**config.mk**
```make
export PLATFORM = sky130hd
export DESIGN_NAME = packet_out_collector
export DESIGN_NICKNAME = d
export VERILOG_FILES = /design/src/rtl/pkt_collector_pkg.sv /design/src/rtl/pkt_fifo_mem.sv /design/src/rtl/packet_out_collector.sv
export SDC_FILE = /design/constraint.sdc
export NUM_CORES = 1
export LEC_CHECK = 0
export ABC_AREA = 1
export CAP_MARGIN = 20
export CORE_ASPECT_RATIO = 2
export CORE_MARGIN = 1
export CORE_UTILIZATION = 40
export DETAILED_ROUTE_END_ITERATION = 8
export HOLD_SLACK_MARGIN = 0.12
export PLACE_DENSITY = 0.57
export SKIP_CTS_REPAIR_TIMING = 1
export SYNTH_ARGS = -nofsm -noshare
export SYNTH_HDL_FRONTEND = slang
export SYNTH_SLANG_ARGS = --single-unit
export TNS_END_PERCENT = 5
```
**constraint.sdc**
```tcl
create_clock -name clk -period 6.5 [get_ports clk]
set_input_delay 1.3 -clock clk [delete_from_list [all_inputs] [get_ports clk]]
set_output_delay 1.3 -clock clk [all_outputs]
set_load 0.01 [all_outputs]
```
**src/rtl/pkt_collector_pkg.sv**
```systemverilog
// Shared definitions for the packet output collector.
// Holds FSM states, header field layout and checksum helpers.
package pkt_collector_pkg;

    typedef enum logic [1:0] {
        IDLE,
        PAYLOAD,
        CHK,
        DISCARD
    } state_t;

    // Header layout: [7:6] destination, [5:0] payload length
    localparam int HDR_DEST_MSB = 7;
    localparam int HDR_DEST_LSB = 6;
    localparam int HDR_W        = HDR_DEST_MSB + 1;
    localparam int HDR_LEN_MSB  = HDR_DEST_LSB - 1;
    localparam int HDR_LEN_LSB  = 0;
    localparam int HDR_LEN_W    = HDR_LEN_MSB - HDR_LEN_LSB + 1;

    // Running checksum: XOR of header and every payload byte
    function automatic logic [HDR_W-1:0] chk_update(
        input logic [HDR_W-1:0] acc,
        input logic [HDR_W-1:0] b
    );
        return acc ^ b;
    endfunction

    // Counter increment that sticks at all-ones
    function automatic logic [15:0] sat_add(
        input logic [15:0] c,
        input logic [1:0]  inc
    );
        logic [16:0] s;
        s = {1'b0, c} + {15'b0, inc};
        return s[16] ? 16'hFFFF : s[15:0];
    endfunction

endpackage

```
**src/rtl/pkt_fifo_mem.sv**
```systemverilog
// Storage array with read, speculative write, commit and rewind pointers.
// Readers only see entries below the commit pointer.
module pkt_fifo_mem #(
    parameter  int DATA_W = 8,
    parameter  int DEPTH  = 64,
    localparam int AW     = $clog2(DEPTH),
    localparam int PW     = AW + 1
) (
    input  logic          clk,
    input  logic          rst,
    input  logic          i_wr_en,
    input  logic [DATA_W:0] i_wr_data,
    input  logic          i_commit,
    input  logic          i_rewind,
    input  logic          i_rd_ready,
    output logic [DATA_W:0] o_rd_data,
    output logic          o_not_empty,
    output logic [PW-1:0] o_commit_ptr,
    output logic [PW-1:0] o_rd_ptr
);

    logic [DATA_W:0] r_mem [DEPTH];
    logic [PW-1:0]   r_wr_ptr;
    logic [PW-1:0]   r_commit_ptr;
    logic [PW-1:0]   r_rd_ptr;
    logic [PW-1:0]   w_wr_base;
    logic            w_rd_fire;

    // A rewind lets a new write land at the committed position same cycle
    assign w_wr_base    = i_rewind ? r_commit_ptr : r_wr_ptr;
    assign o_not_empty  = (r_rd_ptr != r_commit_ptr);
    assign w_rd_fire    = o_not_empty & i_rd_ready;
    assign o_rd_data    = r_mem[r_rd_ptr[AW-1:0]];
    assign o_commit_ptr = r_commit_ptr;
    assign o_rd_ptr     = r_rd_ptr;

    // Pointer update: write, commit/rewind and read can all happen together
    always_ff @(posedge clk or negedge rst) begin
        if (!rst) begin
            r_wr_ptr     <= '0;
            r_commit_ptr <= '0;
            r_rd_ptr     <= '0;
        end else begin
            r_wr_ptr <= w_wr_base + PW'(i_wr_en);
            if (i_commit)
                r_commit_ptr <= r_wr_ptr;
            if (w_rd_fire)
                r_rd_ptr <= r_rd_ptr + 1'b1;
        end
    end

    // Storage array, intentionally not reset
    always_ff @(posedge clk) begin
        if (i_wr_en)
            r_mem[w_wr_base[AW-1:0]] <= i_wr_data;
    end

endmodule

```
**src/rtl/packet_out_collector.sv**
```systemverilog
// Collects switch output bytes, validates framing and checksum,
// and releases only whole good packets to the downstream consumer.
module packet_out_collector
    import pkt_collector_pkg::*;
#(
    parameter int DATA_W     = 8,
    parameter int FIFO_DEPTH = 64,
    parameter int MAX_LEN    = 32
) (
    input  logic              clk,
    input  logic              rst,
    input  logic [DATA_W-1:0] packet_out,
    input  logic              read_data_valid,
    input  logic              packet_out_start,
    output logic [DATA_W-1:0] out_data,
    output logic              out_valid,
    output logic              out_last,
    input  logic              out_ready,
    output logic [15:0]       pkt_ok_cnt,
    output logic [15:0]       pkt_err_cnt,
    output logic [15:0]       pkt_drop_cnt
);

    localparam int PW = $clog2(FIFO_DEPTH) + 1;

    state_t               r_state, w_state_n;
    logic [HDR_LEN_W-1:0] r_rem, w_rem_n, w_len;
    logic [HDR_W-1:0]     r_chk, w_chk_n, w_byte_val;
    logic [15:0]          r_ok, r_err, r_drop;
    logic                 w_hdr, w_byte;
    logic                 w_len_bad, w_space_ok;
    logic                 w_wr_en, w_wr_last, w_commit, w_rewind;
    logic                 w_ok_inc, w_drop_inc;
    logic [1:0]           w_err_inc;
    logic [DATA_W:0]      w_rd_data;
    logic [PW-1:0]        w_commit_ptr, w_rd_ptr, w_used, w_free;

    assign w_hdr      = read_data_valid & packet_out_start;
    assign w_byte     = read_data_valid & ~packet_out_start;
    assign w_byte_val = packet_out[HDR_W-1:0];
    assign w_len      = packet_out[HDR_LEN_MSB:HDR_LEN_LSB];
    // Outside a packet wr_ptr equals commit_ptr, and an abort rewinds to it
    assign w_used     = w_commit_ptr - w_rd_ptr;
    assign w_free     = PW'(FIFO_DEPTH) - w_used;
    assign w_space_ok = 32'(w_free) >= (32'(w_len) + 32'd1);
    assign w_len_bad  = (w_len == '0) || (32'(w_len) > MAX_LEN);

    // Next-state and datapath control for one sampled byte
    always_comb begin
        w_state_n  = r_state;
        w_rem_n    = r_rem;
        w_chk_n    = r_chk;
        w_wr_en    = 1'b0;
        w_wr_last  = 1'b0;
        w_commit   = 1'b0;
        w_rewind   = 1'b0;
        w_ok_inc   = 1'b0;
        w_err_inc  = 2'd0;
        w_drop_inc = 1'b0;
        if (w_hdr) begin
            if (r_state == PAYLOAD || r_state == CHK) begin
                w_rewind  = 1'b1;
                w_err_inc = 2'd1;
            end
            if (w_len_bad) begin
                w_err_inc = w_err_inc + 2'd1;
                w_state_n = DISCARD;
            end else if (!w_space_ok) begin
                w_drop_inc = 1'b1;
                w_state_n  = DISCARD;
            end else begin
                w_wr_en   = 1'b1;
                w_rem_n   = w_len;
                w_chk_n   = w_byte_val;
                w_state_n = PAYLOAD;
            end
        end else if (w_byte) begin
            unique case (r_state)
                PAYLOAD: begin
                    w_wr_en   = 1'b1;
                    w_wr_last = (r_rem == HDR_LEN_W'(1));
                    w_chk_n   = chk_update(r_chk, w_byte_val);
                    w_rem_n   = r_rem - 1'b1;
                    if (r_rem == HDR_LEN_W'(1))
                        w_state_n = CHK;
                end
                CHK: begin
                    if (w_byte_val == r_chk) begin
                        w_commit = 1'b1;
                        w_ok_inc = 1'b1;
                    end else begin
                        w_rewind  = 1'b1;
                        w_err_inc = 2'd1;
                    end
                    w_state_n = IDLE;
                end
                default: ;
            endcase
        end
    end

    // FSM, packet tracking and saturating statistics
    always_ff @(posedge clk or negedge rst) begin
        if (!rst) begin
            r_state <= IDLE;
            r_rem   <= '0;
            r_chk   <= '0;
            r_ok    <= '0;
            r_err   <= '0;
            r_drop  <= '0;
        end else begin
            r_state <= w_state_n;
            r_rem   <= w_rem_n;
            r_chk   <= w_chk_n;
            r_ok    <= sat_add(r_ok, {1'b0, w_ok_inc});
            r_err   <= sat_add(r_err, w_err_inc);
            r_drop  <= sat_add(r_drop, {1'b0, w_drop_inc});
        end
    end

    pkt_fifo_mem #(
        .DATA_W (DATA_W),
        .DEPTH  (FIFO_DEPTH)
    ) u_mem (
        .clk          (clk),
        .rst          (rst),
        .i_wr_en      (w_wr_en),
        .i_wr_data    ({w_wr_last, packet_out}),
        .i_commit     (w_commit),
        .i_rewind     (w_rewind),
        .i_rd_ready   (out_ready),
        .o_rd_data    (w_rd_data),
        .o_not_empty  (out_valid),
        .o_commit_ptr (w_commit_ptr),
        .o_rd_ptr     (w_rd_ptr)
    );

    assign out_data     = w_rd_data[DATA_W-1:0];
    assign out_last     = out_valid & w_rd_data[DATA_W];
    assign pkt_ok_cnt   = r_ok;
    assign pkt_err_cnt  = r_err;
    assign pkt_drop_cnt = r_drop;

endmodule

```
## Word-level counts from Yosys, hierarchy flattened

Memories as Yosys holds them, arrays and structs flattened.
Index checks and enable logic that the tools add are counted.

- Register bits after elaboration: 85
- Latch bits: 0
- Memory bits (writable): 576
- Memory bits (read-only): 0
- Input bits: 13
- Output and inout port bits: 58
- Logic and storage cells: 93
- Memories: 1

Memories:

| memory | words | width | read ports | clocked after Yosys merged registers in | write ports | line | RTL |
|---|---|---|---|---|---|---|---|
| u_mem.r_mem | 64 | 9 | 1 | 0 | 1 | pkt_fifo_mem.sv:22 | `logic [DATA_W:0] r_mem [DEPTH];` |

- $add $sub $neg: 10
- $mul: 0
- Div/mod/pow operators: 0
- $lt $le $gt $ge: 2
- Equal/unequal tests: 8
- Shifts and indexed selects: 0
- Mux-type cells: 49
- Bitwise operators: 6
- Reduce and logical (&&, ||, !) cells: 8

Operator list:

| operator | count |
|---|---|
| $mux W16 | 3 |
| $mux W8 | 5 |
| $add A16 B1 Y17 | 2 |
| $mux W6 | 5 |
| $mux W1 | 26 |
| $add A16 B2 Y17 | 1 |
| $mux W2 | 8 |
| $eq A8 B8 Y1 | 1 |
| $xor A8 B8 Y8 | 1 |
| $add A6 B1 Y7 const B | 1 |
| $add A7 B1 Y7 | 1 |
| $add A7 B1 Y7 const B | 1 |
| $ge A7 B7 Y1 | 1 |
| $mux W7 | 1 |
| $ne A7 B7 Y1 | 1 |
| $sub A7 B7 Y7 | 1 |
| $sub A7 B7 Y7 const A | 1 |
| $eq A6 B1 Y1 const B | 1 |
| $gt A6 B6 Y1 const B | 1 |
| $logic_not A6 Y1 | 1 |
| $sub A6 B1 Y6 const B | 1 |
| $and A1 B1 Y1 | 4 |
| $pmux W2 S2 | 1 |
| $reduce_and A4 Y1 | 1 |
| other kinds (11) | 13 |

## Logic depth before layout (Yosys ltp)

- Depth after elaboration: 9
- Mapped depth: 34
- Gate-level depth less buffers: 29

## Modules after synthesis

From an unflattened synthesis, not the netlist that was laid out.

- Cells, all modules: 2930
- Area, all modules: 29630.9 um^2

Modules (own cells, without submodules):

| module | times used | cells an instance | area an instance (um^2) | seq. area each (um^2) |
|---|---|---|---|---|
| pkt_fifo_mem | 1 | 2367 | 25361.8 | 17822.1 |
| packet_out_collector | 1 | 563 | 4269.1 | 1601.5 |

## Worst setup path before layout

No wires, ideal clock.

- Path type: register to register
- From: register u_mem.r_rd_ptr[0], in the netlist u_mem.o_rd_ptr[0]
- To: register r_drop[13], in the netlist pkt_drop_cnt[13]
- Library setup time: 0.083 ns
- Data arrival time: 4.507 ns
- Required time: 6.417 ns
- Path slack: 1.911 ns
- Stages on the path, launching flop included: 33
- Path buffers: 5
- Clock period less this slack: 4.589 ns
- Cells stage by stage: dfrtp_1 buf_4 inv_1 buf_2 buf_2 buf_2 ha_1 inv_1 ha_1 inv_1 fa_1 o221ai_1 xor2_1 ha_1 nand2_1 nor2_1 a211oi_1 o21ai_0 nor3_1 ha_1 nand2_1 inv_1 nand2_1 nor2_1 inv_1 nor2_1 nand2_1 inv_1 nand2_1 inv_1 nand4_1 buf_2 o21ai_0

- Longest elaborated chain between the ends: 8

Ends and longest elaborated chain:

| item | line | RTL |
|---|---|---|
| start: declaration | pkt_fifo_mem.sv:25 | `logic [PW-1:0] r_rd_ptr;` |
| start signal: assignment | pkt_fifo_mem.sv:48 | `r_rd_ptr <= r_rd_ptr + 1'b1;` |
| $sub A7 B7 Y7 | packet_out_collector.sv:43 | `assign w_used = w_commit_ptr - w_rd_ptr;` |
| $sub A7 B7 Y7 | packet_out_collector.sv:44 | `assign w_free = PW'(FIFO_DEPTH) - w_used;` |
| $ge A7 B7 Y1 | packet_out_collector.sv:45 | `assign w_space_ok = 32'(w_free) >= (32'(w_len) + 32'd1);` |
| $mux W1 | packet_out_collector.sv:68 | `end else if (!w_space_ok) begin` |
| $mux W1 | packet_out_collector.sv:65 | `if (w_len_bad) begin` |
| $mux W1 | packet_out_collector.sv:60 | `if (w_hdr) begin` |
| $add A16 B1 Y17 | pkt_collector_pkg.sv:34 | `s = {1'b0, c} + {15'b0, inc};` |
| $mux W16 | pkt_collector_pkg.sv:35 | `return s[16] ? 16'hFFFF : s[15:0];` |
| end signal: assignment | packet_out_collector.sv:117 | `r_drop <= sat_add(r_drop, {1'b0, w_drop_inc});` |
| end: declaration | packet_out_collector.sv:29 | `logic [15:0] r_ok, r_err, r_drop;` |

Every way passes these cells.
A chain may end at the register's enable or synchronous reset.

## Final worst setup path

- From: register u_mem.r_rd_ptr[0], in the netlist u_mem.o_rd_ptr[0]
- To: output out_last

- Longest elaborated chain between the ends: 2
- Elaborated cells between the ends (all ways): 3
- Those cells by class: eq/ne (1); bitwise (1); memory (1)

Ends and longest elaborated chain:

| item | line | RTL |
|---|---|---|
| $mem_v2 Z64 W9 / $ne A7 B7 Y1 (equally long branches) | -- |  |
| $and A1 B1 Y1 * | packet_out_collector.sv:139 | `assign out_last = out_valid & w_rd_data[DATA_W];` |
| end: declaration | packet_out_collector.sv:17 | `output logic out_last,` |

Mark *: on every way between the ends. The rest lies on a longest branch, timed or not.

==> impl_results.md <==
* Ys Warns at 0
* Top cell type's share of synthesized area at 62.15%
* Nets at 2442
* Startpoint class of the critical path: register
* CP Cell Sequence: buf_12 > o21ai_0 > o211ai_1 > nand3_1 > nand2_1 > nand2_1 > nand2_1 > inv_1 > a21boi_0 > clkdlybuf4s50_1
* Sink Count at 661
* Yosys cell types at 44
* CTS root buf: clkbuf_16
* Layout cells sized above 1 at 8.121%
* Worst Tran Pin Value at 1.100 ns
* Area delta synth->final at 12.95%
* 1st-iter DRT viols at 1410
* Drt pass-1 iters at 6
* Pwr dens at 418.3 mW/mm²
* Arrival time at the worst endpoint at 4.37 ns
* GR Util met1 at 23.37%
* Net switching power at 5013 µW
* Commonest cells in the netlist: edfxtp_1, nor2_1, o21ai_0, nand2_1, inv_1
* Sequential power share at 37.6%
* GRT overflow at 0
* Internal Power at 8136 µW
* Ant diodes at 0
* Unrepaired setup endpoints after global routing: false
* Cell taking the most area after synthesis: edfxtp_1
* GR peak layer: met2
* Global-route wire length before repair at 115200 µm
* Routed len/inst at 23.27 µm
* Initial Utilization at 40.48%
* Syn nets at 2397
* Critical path type: reg2out
* Initial antenna violation count at 2
* GRT Overall Usage at 21.79%
* Post-DRT Antenna Nets at 0
* Vias in the first global route at 18810
* Crit Path Max Fanout at 218
* Fin worst setup slack at 0.8295 ns
* CTS tree: built
* CTS Buf Count at 55
* IO Port Bufs at 70
* Post-synth EDFFs at 576
* Total number of vias at 18570
* Slowest library cell on the worst path: dfrtp_4
* Sequential share of the synthesized area at 69.79%
* Core area at 0.06875 mm²
* Placed Area at 0.02953 mm²
* Clk slew on worst S/H paths at 0.07 ns
* Clock power share at 26.9%
* Sw Ratio at 38.13%
* Flops & latches, synth at 661
* Peak supply drop at 358.0 µV
* DRC at 0
* Die area at 0.07070 mm²
* FP Rows at 136
* Fin area at 0.03144 mm²
* Post-DP HPWL at 49290 µm
* Fin crit share at 87.24%
* DP Worst Slack at 0.6743 ns
* Die height at 375.0 µm
* Share of flip-flops with an asynchronous set or reset at 12.86%
* Most frequent cell after synthesis: edfxtp_1
* I/O pin count at 71
* Final setup fails at 0
* Final Skew at 0.02412 ns
* Grt met3 use at 1.928%
* Relative slew slack at 26.67%
* Crit. End Element: primary output
* Fin. Hold Viols at 0
* Met2 Use GR at 41.08%
* Fill count at 6315
* Die Wd at 188.5 µm
* Final min period at 5.671 ns
* Peak Freq at 0.1764 GHz
* Logic pwr share at 35.5%
* Worst path max stage delay at 0.64 ns
* Worst Path Required at 5.20 ns
* GP Congestion at 0.8754
* Cell with the most instances on the worst path: nand2_1
* Pin count of the biggest net entering global routing at 219
* Total Routed Length at 77620 µm
* CTS H-Tree Depth at 2
* Synth area leaders: edfxtp_1, dfrtp_1, o21ai_0
* Syn avg cell area at 11.85 µm²
* Pins over their slew limit at 0
* Max cap viols at 0
* Status: complete, no violations
* Main synth FF type: edfxtp_1
* Vias per cell at 5.567
* Setup tns final at 0 ns
* Hold WC Path Type: reg2reg
* Synthesized area at 0.02783 mm²
* Syn Inst Count at 2348
* Insertion delay to the later sink of the worst-skew pair at 0.62 ns
* Max Buffers Root-to-Sink at 3
* Pleak at 0.01090 µW
==> power groups by stage <==
stage / Combinational (µW) / Clock [µW] / Sequential [µW]
4_1_cts: 4690 / 3590 / 4940
3_3_place_gp: 4640 / 0 / 5030
2_1_floorplan: 2860 / 0 / 4980
6_report: 4670 / 3540 / 4940
3_5_place_dp: 4670 / 0 / 5040
5_1_grt: 5070 / 3720 / 4960
==> cell type report <==
type | instances | area, µm² | share of cell area, %
flip-flops and latches | 661 | 19430 | 61.82
multi-input cells | 1436 | 7440 | 23.67
clock buffers | 58 | 1388 | 4.414
well taps | 897 | 1122 | 3.570
repair buffers | 120 | 1084 | 3.447
clock inverters | 44 | 514.2 | 1.636
inverters | 119 | 455.4 | 1.449
==> layout by cell type (no fill, tap or decap), drive strengths merged, types with 16 or more instances in the layout <==
cell,count
edfxtp,576
nor2,423
o21ai,350
nand2,249
inv,119
nand3,110
o221ai,85
dfrtp,85
clkdlybuf4s50,61
buf,59
clkbuf,58
o22ai,44
o211ai,38
ha,34
clkinv,27
xor2,25
a21oi,16
==> metrics by stage <==
stage | util, % | instances | power, µW | hold slack [ns]
final | 45.73 | 3335 | 13150 | 0.4980
after global routing | 45.73 | 3335 | 13750 | 0.5216
after CTS | 45.73 | 3335 | 13230 | 0.5019
after detailed placement | 42.96 | 3233 | 9710 | 0.4857
after global placement | 42.96 | 3233 | 9666 | 0.4705
after floorplan | - | 2348 | 7842 | 0.4479
==> worst max-delay path, delay by kind of cell, from the launching register on <==
kind | cells | cell delay [ns]
buffers and inverters | 3 | 1.26
AO/OA/AOI/OAI | 3 | 1.10
flip-flops | 1 | 0.64
AND/OR/NAND/NOR | 4 | 0.47
==> cell families (layout without fill, tap and decap cells) <==
kind of cell,after synthesis,after routing,share of synthesized area (%)
compound gates,548,548,11.75
flops,661,661,69.79
fa+ha+maj,36,36,1.672
simple gates,820,820,12.26
buf+inv,251,341,3.525
xor+xnor,32,32,1.007
==> final timing paths <==
path | startpoint | end | slack [ns] | cells after the start
min | u_mem.o_rd_ptr[6] | u_mem.o_rd_ptr[6] | 0.50 | 1
max in group asynchronous | rst | u_mem.o_rd_ptr[0] | 4.79 | 2
min reg2reg | u_mem.o_rd_ptr[6] | u_mem.o_rd_ptr[6] | 0.50 | 1
max | u_mem.o_rd_ptr[0] | out_last | 0.83 | 10
min in group asynchronous | rst | pkt_err_cnt[6] | 0.70 | 1
max reg2reg | u_mem.o_rd_ptr[0] | pkt_drop_cnt[3] | 0.97 | 27
==> sequential cells by signal, indices dropped and copies added (netlist names) <==
name / flops
u_mem.r_mem: 576
pkt_drop_cnt: 16
pkt_err_cnt: 16
pkt_ok_cnt: 16
r_chk: 8
u_mem.o_commit_ptr: 7
u_mem.o_rd_ptr: 7
u_mem.r_wr_ptr: 7
r_rem: 6
r_state: 2
==> metal layers <==
metal  up-vias  wire length (µm)
met2       586             42080
met5         -                 0
met1      9263             27750
li1       8540                 -
met4         0              4773
met3       176              3016
Note: power is estimated with default switching activity, not from simulation.
